### src/rtl/flash_arbiter_pkg.sv
// Shared types and constants for the two-port flash arbiter.
//   state_t       : sequencer states (IDLE, WAIT, DONE)
//   FLASH_*_W     : flash engine address / data widths
//   PORT_FETCH/DATA : requester port indices (also the encoding of last_grant)
package flash_arb_pkg;

  localparam int FLASH_ADDR_W = 24;
  localparam int FLASH_DATA_W = 32;

  localparam logic PORT_FETCH = 1'b0;
  localparam logic PORT_DATA  = 1'b1;

  typedef enum logic [1:0] {
    IDLE = 2'd0,
    WAIT = 2'd1,
    DONE = 2'd2
  } state_t;

endpackage

### src/rtl/flash_arbiter_if.sv
// Requester-side request/response bundle for one arbiter port.
//   master : requester (drives req_valid/req_write/req_addr/req_wdata)
//   slave  : arbiter   (drives req_ready and the response pulse fields)
// The fetch port ties req_write/req_wdata to anything; the arbiter ignores them.
interface flash_arbiter_if;
  import flash_arb_pkg::*;

  logic                    req_valid;
  logic                    req_write;
  logic [FLASH_ADDR_W-1:0] req_addr;
  logic [FLASH_DATA_W-1:0] req_wdata;
  logic                    req_ready;
  logic                    resp_valid;
  logic [FLASH_DATA_W-1:0] resp_data;
  logic                    resp_err;

  modport master (
    output req_valid, req_write, req_addr, req_wdata,
    input  req_ready, resp_valid, resp_data, resp_err
  );

  modport slave (
    input  req_valid, req_write, req_addr, req_wdata,
    output req_ready, resp_valid, resp_data, resp_err
  );

endinterface

### src/rtl/flash_rr_pick2.sv
// Combinational two-way round-robin picker.
//   valid0/valid1 : request valids of port 0 / port 1
//   last_grant    : port index granted most recently
//   grant         : one-hot grant (bit N = port N)
//   any           : at least one port requesting
module flash_rr_pick2 (
  input  logic       valid0,
  input  logic       valid1,
  input  logic       last_grant,
  output logic [1:0] grant,
  output logic       any
);

  // On a tie the port that did not win last time is chosen.
  assign grant[0] = valid0 & (~valid1 | last_grant);
  assign grant[1] = valid1 & (~valid0 | ~last_grant);
  assign any      = valid0 | valid1;

endmodule

### src/rtl/flash_arbiter.sv
// Arbiter/sequencer sharing the SPI flash engine between an instruction
// fetch port (req0, read-only) and a data port (req1, read/write).
// One word transaction at a time; flash_en is held until the engine pulses
// flash_ready or the timeout expires, then a one-cycle response is returned
// to the owning port.
//   clk, reset     : flash-domain clock, async active-high reset
//   req0, req1     : requester bundles (slave side)
//   flash_en/write/addr/data_in : registered engine controls
//   flash_data_out, flash_ready : engine read word and completion pulse
//   busy           : high whenever the sequencer is not idle
module flash_arbiter
  import flash_arb_pkg::*;
#(
  parameter int unsigned TIMEOUT_CYC = 2**20 - 1
) (
  input  logic                    clk,
  input  logic                    reset,
  flash_arbiter_if.slave          req0,
  flash_arbiter_if.slave          req1,
  output logic                    flash_en,
  output logic                    flash_write,
  output logic [FLASH_ADDR_W-1:0] flash_addr,
  output logic [FLASH_DATA_W-1:0] flash_data_in,
  input  logic [FLASH_DATA_W-1:0] flash_data_out,
  input  logic                    flash_ready,
  output logic                    busy
);

  localparam int CNT_W = $clog2(TIMEOUT_CYC + 1);
  localparam logic [CNT_W-1:0] CNT_LAST = CNT_W'(TIMEOUT_CYC - 1);

  state_t                  state;
  logic                    owner;
  logic                    last_grant;
  logic [CNT_W-1:0]        cnt;
  logic [1:0]              grant;
  logic                    any_valid;
  logic                    finish;
  logic [FLASH_DATA_W-1:0] done_data;
  logic                    done_err;

  logic                    r0_valid, r1_valid, r0_err, r1_err;
  logic [FLASH_DATA_W-1:0] r0_data, r1_data;

  // Address low bits and the fetch port's write fields carry no meaning.
  logic unused_bits;
  assign unused_bits = ^{req0.req_write, req0.req_wdata,
                         req0.req_addr[1:0], req1.req_addr[1:0]};

  flash_rr_pick2 u_pick (
    .valid0     (req0.req_valid),
    .valid1     (req1.req_valid),
    .last_grant (last_grant),
    .grant      (grant),
    .any        (any_valid)
  );

  assign req0.req_ready = (state == IDLE) & grant[0];
  assign req1.req_ready = (state == IDLE) & grant[1];

  // Engine completion beats the timeout when both land on the same cycle.
  assign finish    = (state == WAIT) & (flash_ready | (cnt == CNT_LAST));
  assign done_err  = ~flash_ready;
  assign done_data = (flash_ready & ~flash_write) ? flash_data_out : '0;

  assign req0.resp_valid = r0_valid;
  assign req0.resp_data  = r0_data;
  assign req0.resp_err   = r0_err;
  assign req1.resp_valid = r1_valid;
  assign req1.resp_data  = r1_data;
  assign req1.resp_err   = r1_err;

  always_ff @(posedge clk or posedge reset) begin
    if (reset) begin
      state         <= IDLE;
      owner         <= PORT_FETCH;
      last_grant    <= PORT_DATA;
      cnt           <= '0;
      flash_en      <= 1'b0;
      flash_write   <= 1'b0;
      flash_addr    <= '0;
      flash_data_in <= '0;
      busy          <= 1'b0;
      r0_valid      <= 1'b0;
      r0_data       <= '0;
      r0_err        <= 1'b0;
      r1_valid      <= 1'b0;
      r1_data       <= '0;
      r1_err        <= 1'b0;
    end else begin
      case (state)
        IDLE: begin
          // In IDLE any valid request is accepted in the same cycle.
          if (any_valid) begin
            owner         <= grant[1];
            last_grant    <= grant[1];
            flash_addr    <= grant[1] ? {req1.req_addr[FLASH_ADDR_W-1:2], 2'b00}
                                      : {req0.req_addr[FLASH_ADDR_W-1:2], 2'b00};
            flash_write   <= grant[1] & req1.req_write;
            flash_data_in <= grant[1] ? req1.req_wdata : '0;
            cnt           <= '0;
            flash_en      <= 1'b1;
            busy          <= 1'b1;
            state         <= WAIT;
          end
        end
        WAIT: begin
          if (finish) begin
            flash_en <= 1'b0;
            state    <= DONE;
            if (owner == PORT_DATA) begin
              r1_valid <= 1'b1;
              r1_data  <= done_data;
              r1_err   <= done_err;
            end else begin
              r0_valid <= 1'b1;
              r0_data  <= done_data;
              r0_err   <= done_err;
            end
          end else begin
            cnt <= cnt + 1'b1;
          end
        end
        DONE: begin
          r0_valid <= 1'b0;
          r0_data  <= '0;
          r0_err   <= 1'b0;
          r1_valid <= 1'b0;
          r1_data  <= '0;
          r1_err   <= 1'b0;
          busy     <= 1'b0;
          state    <= IDLE;
        end
        default: state <= IDLE;
      endcase
    end
  end

endmodule

### src/flat_wrapper.sv
// flat-port wrapper written by rule: the top's interface ports become plain ports
module flash_arbiter_flat import flash_arb_pkg::*;
#(
  parameter int unsigned TIMEOUT_CYC = 2**20 - 1
)
  (clk, reset, flash_en, flash_write, flash_addr, flash_data_in, flash_data_out, flash_ready, busy, req0_req_valid, req0_req_write, req0_req_addr, req0_req_wdata, req0_req_ready, req0_resp_valid, req0_resp_data, req0_resp_err, req1_req_valid, req1_req_write, req1_req_addr, req1_req_wdata, req1_req_ready, req1_resp_valid, req1_resp_data, req1_resp_err);
  flash_arbiter_if req0_i ();
  flash_arbiter_if req1_i ();
  input  logic clk;
  input  logic reset;
  output logic flash_en;
  output logic flash_write;
  output logic [FLASH_ADDR_W-1:0] flash_addr;
  output logic [FLASH_DATA_W-1:0] flash_data_in;
  input  logic [FLASH_DATA_W-1:0] flash_data_out;
  input  logic flash_ready;
  output logic busy;
  input wire logic [$bits(req0_i.req_valid)-1:0] req0_req_valid;
  input wire logic [$bits(req0_i.req_write)-1:0] req0_req_write;
  input wire logic [$bits(req0_i.req_addr)-1:0] req0_req_addr;
  input wire logic [$bits(req0_i.req_wdata)-1:0] req0_req_wdata;
  output wire logic [$bits(req0_i.req_ready)-1:0] req0_req_ready;
  output wire logic [$bits(req0_i.resp_valid)-1:0] req0_resp_valid;
  output wire logic [$bits(req0_i.resp_data)-1:0] req0_resp_data;
  output wire logic [$bits(req0_i.resp_err)-1:0] req0_resp_err;
  input wire logic [$bits(req1_i.req_valid)-1:0] req1_req_valid;
  input wire logic [$bits(req1_i.req_write)-1:0] req1_req_write;
  input wire logic [$bits(req1_i.req_addr)-1:0] req1_req_addr;
  input wire logic [$bits(req1_i.req_wdata)-1:0] req1_req_wdata;
  output wire logic [$bits(req1_i.req_ready)-1:0] req1_req_ready;
  output wire logic [$bits(req1_i.resp_valid)-1:0] req1_resp_valid;
  output wire logic [$bits(req1_i.resp_data)-1:0] req1_resp_data;
  output wire logic [$bits(req1_i.resp_err)-1:0] req1_resp_err;
  assign req0_i.req_valid = req0_req_valid;
  assign req0_i.req_write = req0_req_write;
  assign req0_i.req_addr = req0_req_addr;
  assign req0_i.req_wdata = req0_req_wdata;
  assign req0_req_ready = req0_i.req_ready;
  assign req0_resp_valid = req0_i.resp_valid;
  assign req0_resp_data = req0_i.resp_data;
  assign req0_resp_err = req0_i.resp_err;
  assign req1_i.req_valid = req1_req_valid;
  assign req1_i.req_write = req1_req_write;
  assign req1_i.req_addr = req1_req_addr;
  assign req1_i.req_wdata = req1_req_wdata;
  assign req1_req_ready = req1_i.req_ready;
  assign req1_resp_valid = req1_i.resp_valid;
  assign req1_resp_data = req1_i.resp_data;
  assign req1_resp_err = req1_i.resp_err;
  flash_arbiter #(.TIMEOUT_CYC(TIMEOUT_CYC)) u_core (.clk(clk), .reset(reset), .req0(req0_i), .req1(req1_i), .flash_en(flash_en), .flash_write(flash_write), .flash_addr(flash_addr), .flash_data_in(flash_data_in), .flash_data_out(flash_data_out), .flash_ready(flash_ready), .busy(busy));
endmodule
### config.mk
export PLATFORM = sky130hd
export DESIGN_NAME = flash_arbiter_flat
export DESIGN_NICKNAME = d
export VERILOG_FILES = /design/src/rtl/flash_arbiter_pkg.sv /design/src/rtl/flash_arbiter_if.sv /design/src/rtl/flash_rr_pick2.sv /design/src/rtl/flash_arbiter.sv /design/src/flat_wrapper.sv
export SDC_FILE = /design/constraint.sdc
export NUM_CORES = 1
export LEC_CHECK = 0
export ABC_AREA = 1
export ABC_CLOCK_PERIOD_IN_PS = 10410
export CORE_ASPECT_RATIO = 2
export CORE_UTILIZATION = 40
export DETAILED_ROUTE_END_ITERATION = 16
export PLACE_DENSITY = 0.75
export SLEW_MARGIN = 20
export SYNTH_ARGS = -nofsm -noshare
export SYNTH_HDL_FRONTEND = slang
export SYNTH_SLANG_ARGS = --single-unit
### constraint.sdc
create_clock -name clk -period 10.41 [get_ports clk]
set_input_delay 2.082 -clock clk [delete_from_list [all_inputs] [get_ports clk]]
set_output_delay 2.082 -clock clk [all_outputs]
set_load 0.02 [all_outputs]
==> flow_summary.ini <==
[sta]
maxSlewViolCount = 0
fin_skew_ps = 7.77
tightestPinTransition_ps = 1110
layout_setup_ws_ps = 4680
min_period_over_period = 0.551
finalHoldViolCount = 0
fmax_mhz = 174
setup_viol = 0
post-route-min-period_ps = 5730
finalSetupTns_ps = 0
maxSlewHeadroom = 0.259
rsz0062_at_grt = no
hold_ws_ps = 466

[power]
power_density_nw_per_um2 = 312
power_leakage_nw = 4.69
peakVddDrop_mv = 0.169

[setup_path]
critPathCaptureType = output port
path_max_fanout = 24
crit_path_start_kind = input pin
crit_type = input pin to output port
crit_arrival_ps = 3650
crit_start = req0_req_valid
r2r_slack_ps = 7540
required_ps = 8330
timing.rr.start = u_core.state[0]

[logic_synthesis]
ys_seq_area_frac = 0.537
yosysMostFrequentCell = nand2_1
yosysWarnings = 0
ys_seq_elements = 149
yosysUniqueCellTypes = 33
synth_area_leaders = dfrtp_1 53%, nand2_1 14%, nand4_1 6.3%
synth_edf_count = 0
avgSynthCellArea_um2 = 8.51
yosysTopAreaCell = dfrtp_1
async_reset_ff_frac = 1.00
synthFlopType = dfrtp_1
syn-cell-area_um2 = 6940
synth_top_area_share = 0.533
synth_common_cells = 251 x nand2_1, 148 x dfrtp_1, 84 x nor2_1
synth_cells = 816

[grt]
grt.overflow.total = 0
first_global_vias = 6221
grt_max_degree = 78
grt.met2_usage = 0.394
antenna_found_initial = 1
top_usage_layer = met2
grtUsageTotal = 0.230
gr-usage-met3 = 0.0460
grt_pass1_wl_um = 31600
grtUsageMet1 = 0.256

[drt]
wire_per_inst_um = 15.8
first_pass_iters = 5
final_antenna_net_count = 0
viasPerCell = 5.09
drt-initial-drc-count = 403
wl_um = 19800
drc = 0
vias = 6382

[floorplan]
start_util = 0.412
core_area_um2 = 16800
pin_count = 280
die_area_um2 = 17900
rows = 67
die_h_um = 188
die_x_um = 95.2

[placement]
placed_cell_area_um2 = 9380
dp.cells = 1220
pre_cts_ws_ps = 4690
place_congestion = 0.871
io_buffer_count = 240
dp_hpwl_um = 13900

[clocking]
cts_resized = 0
clk_transition_reported_paths_ps = 60
cts_tree = built
cts.sinks = 149
hold_buffers = 0
clock_path_buffers = 2
insertion_delay_ps = 420
post_cts_buffers = 0
root_buffer = clkbuf_16
h-tree-depth = 4
cts_inserted_buffers = 17

[final_layout]
drive_gt1_frac = 0.0545
area_delta_synth_final_pct = 43.9
final_cell_count_no_fill = 1253
final_nets = 1188
fin_area_um2 = 9990

[flow_run]
drv_cap = 0

[hold_path]
min_from = u_core.req1.resp_data[28]
min-delay-path-class = register to register

[outcome]
status = complete, no violations
==> cell usage in the layout, fill, tap and decap left out, drive strengths merged, types with 8 or more instances in the layout <==
cell type | netlist | routed
buf | 24 | 8
clkbuf | 28 | 22
nand3 | 23 | 23
dfrtp | 148 | 148
clkdlybuf4s50 | 0 | 240
nand4 | 70 | 70
o21ai | 61 | 61
inv | 61 | 62
nand2 | 253 | 253
a22o | 32 | 32
nor2 | 87 | 87
==> layer usage <==
layer  wire [um]  vias to the layer above  part of all wire
met5           0                        -                 0
met4        1030                        0             0.052
met3        1030                       54             0.052
met2       10200                      248              0.52
met1        7490                     2977              0.38
li1            -                     3103                 -
==> report_power, final <==
part           internal, mW  total, mW  switching, mW  leakage [nW]
Combinational         0.614       1.54          0.929          2.46
Sequential            0.820      0.952          0.131          1.95
Clock                 0.379      0.624          0.245         0.281
Total                  1.81       3.12           1.31          4.69
==> worst max-delay path, cell delays in order <==
cell and delay [ps]:
clkdlybuf4s50_1 480, inv_1 80, o21ai_1 130, buf_4 270, nor2_2 60, clkdlybuf4s50_1 550
==> registers in the layout, indices dropped and copies added, names as in the netlist, 2 cells and up <==
signal and cells:
u_core.cnt 20, u_core.flash_data_in 32, u_core.req1.resp_data 32, u_core.flash_addr 22, u_core.state 2, u_core.req0.resp_data 32
==> cell families (layout without fill, tap and decap cells) <==
family          Yosys count  count (layout)  share of synthesized area
simple gates            440             440                      0.277
flops                   149             149                      0.537
buf+inv                 113             341                     0.0755
compound gates          101             101                     0.0923
xor+xnor                  7               7                    0.00883
fa+ha+maj                 5               5                    0.00901
other cells               1               3                   0.000540
==> area by class of cell <==
type / count / area (um^2)
Tap cell: 207 / 259
Fill cell: 1440 / 6860
Inverter: 61 / 234
Multi-Input combinational cell: 555 / 2700
Timing Repair Buffer: 248 / 2460
Clock buffer: 22 / 484
Clock inverter: 10 / 120
Sequential cell: 149 / 3730
Antenna cell: 1 / 2.50
==> path summary, 6_finish.rpt <==
path | endpoint | cells past startpoint
hold / removal | u_core.req1.resp_data[28] | 2
min in group asynchronous | u_core.flash_data_in[12] | 2
setup / recovery | req1_req_ready | 6
setup reg to reg | u_core.flash_data_in[24] | 6
max in group asynchronous | u_core.req0.resp_data[5] | 3
hold reg to reg | u_core.req1.resp_data[28] | 2
==> metrics by stage <==
step	total power, mW	utilization
final	3.12	0.593
after global routing	3.32	0.593
after CTS	3.15	0.593
after detailed placement	2.51	0.557
after global placement	2.48	0.557
after floorplan	1.87	-
Note: power is estimated with default switching activity, not from simulation.
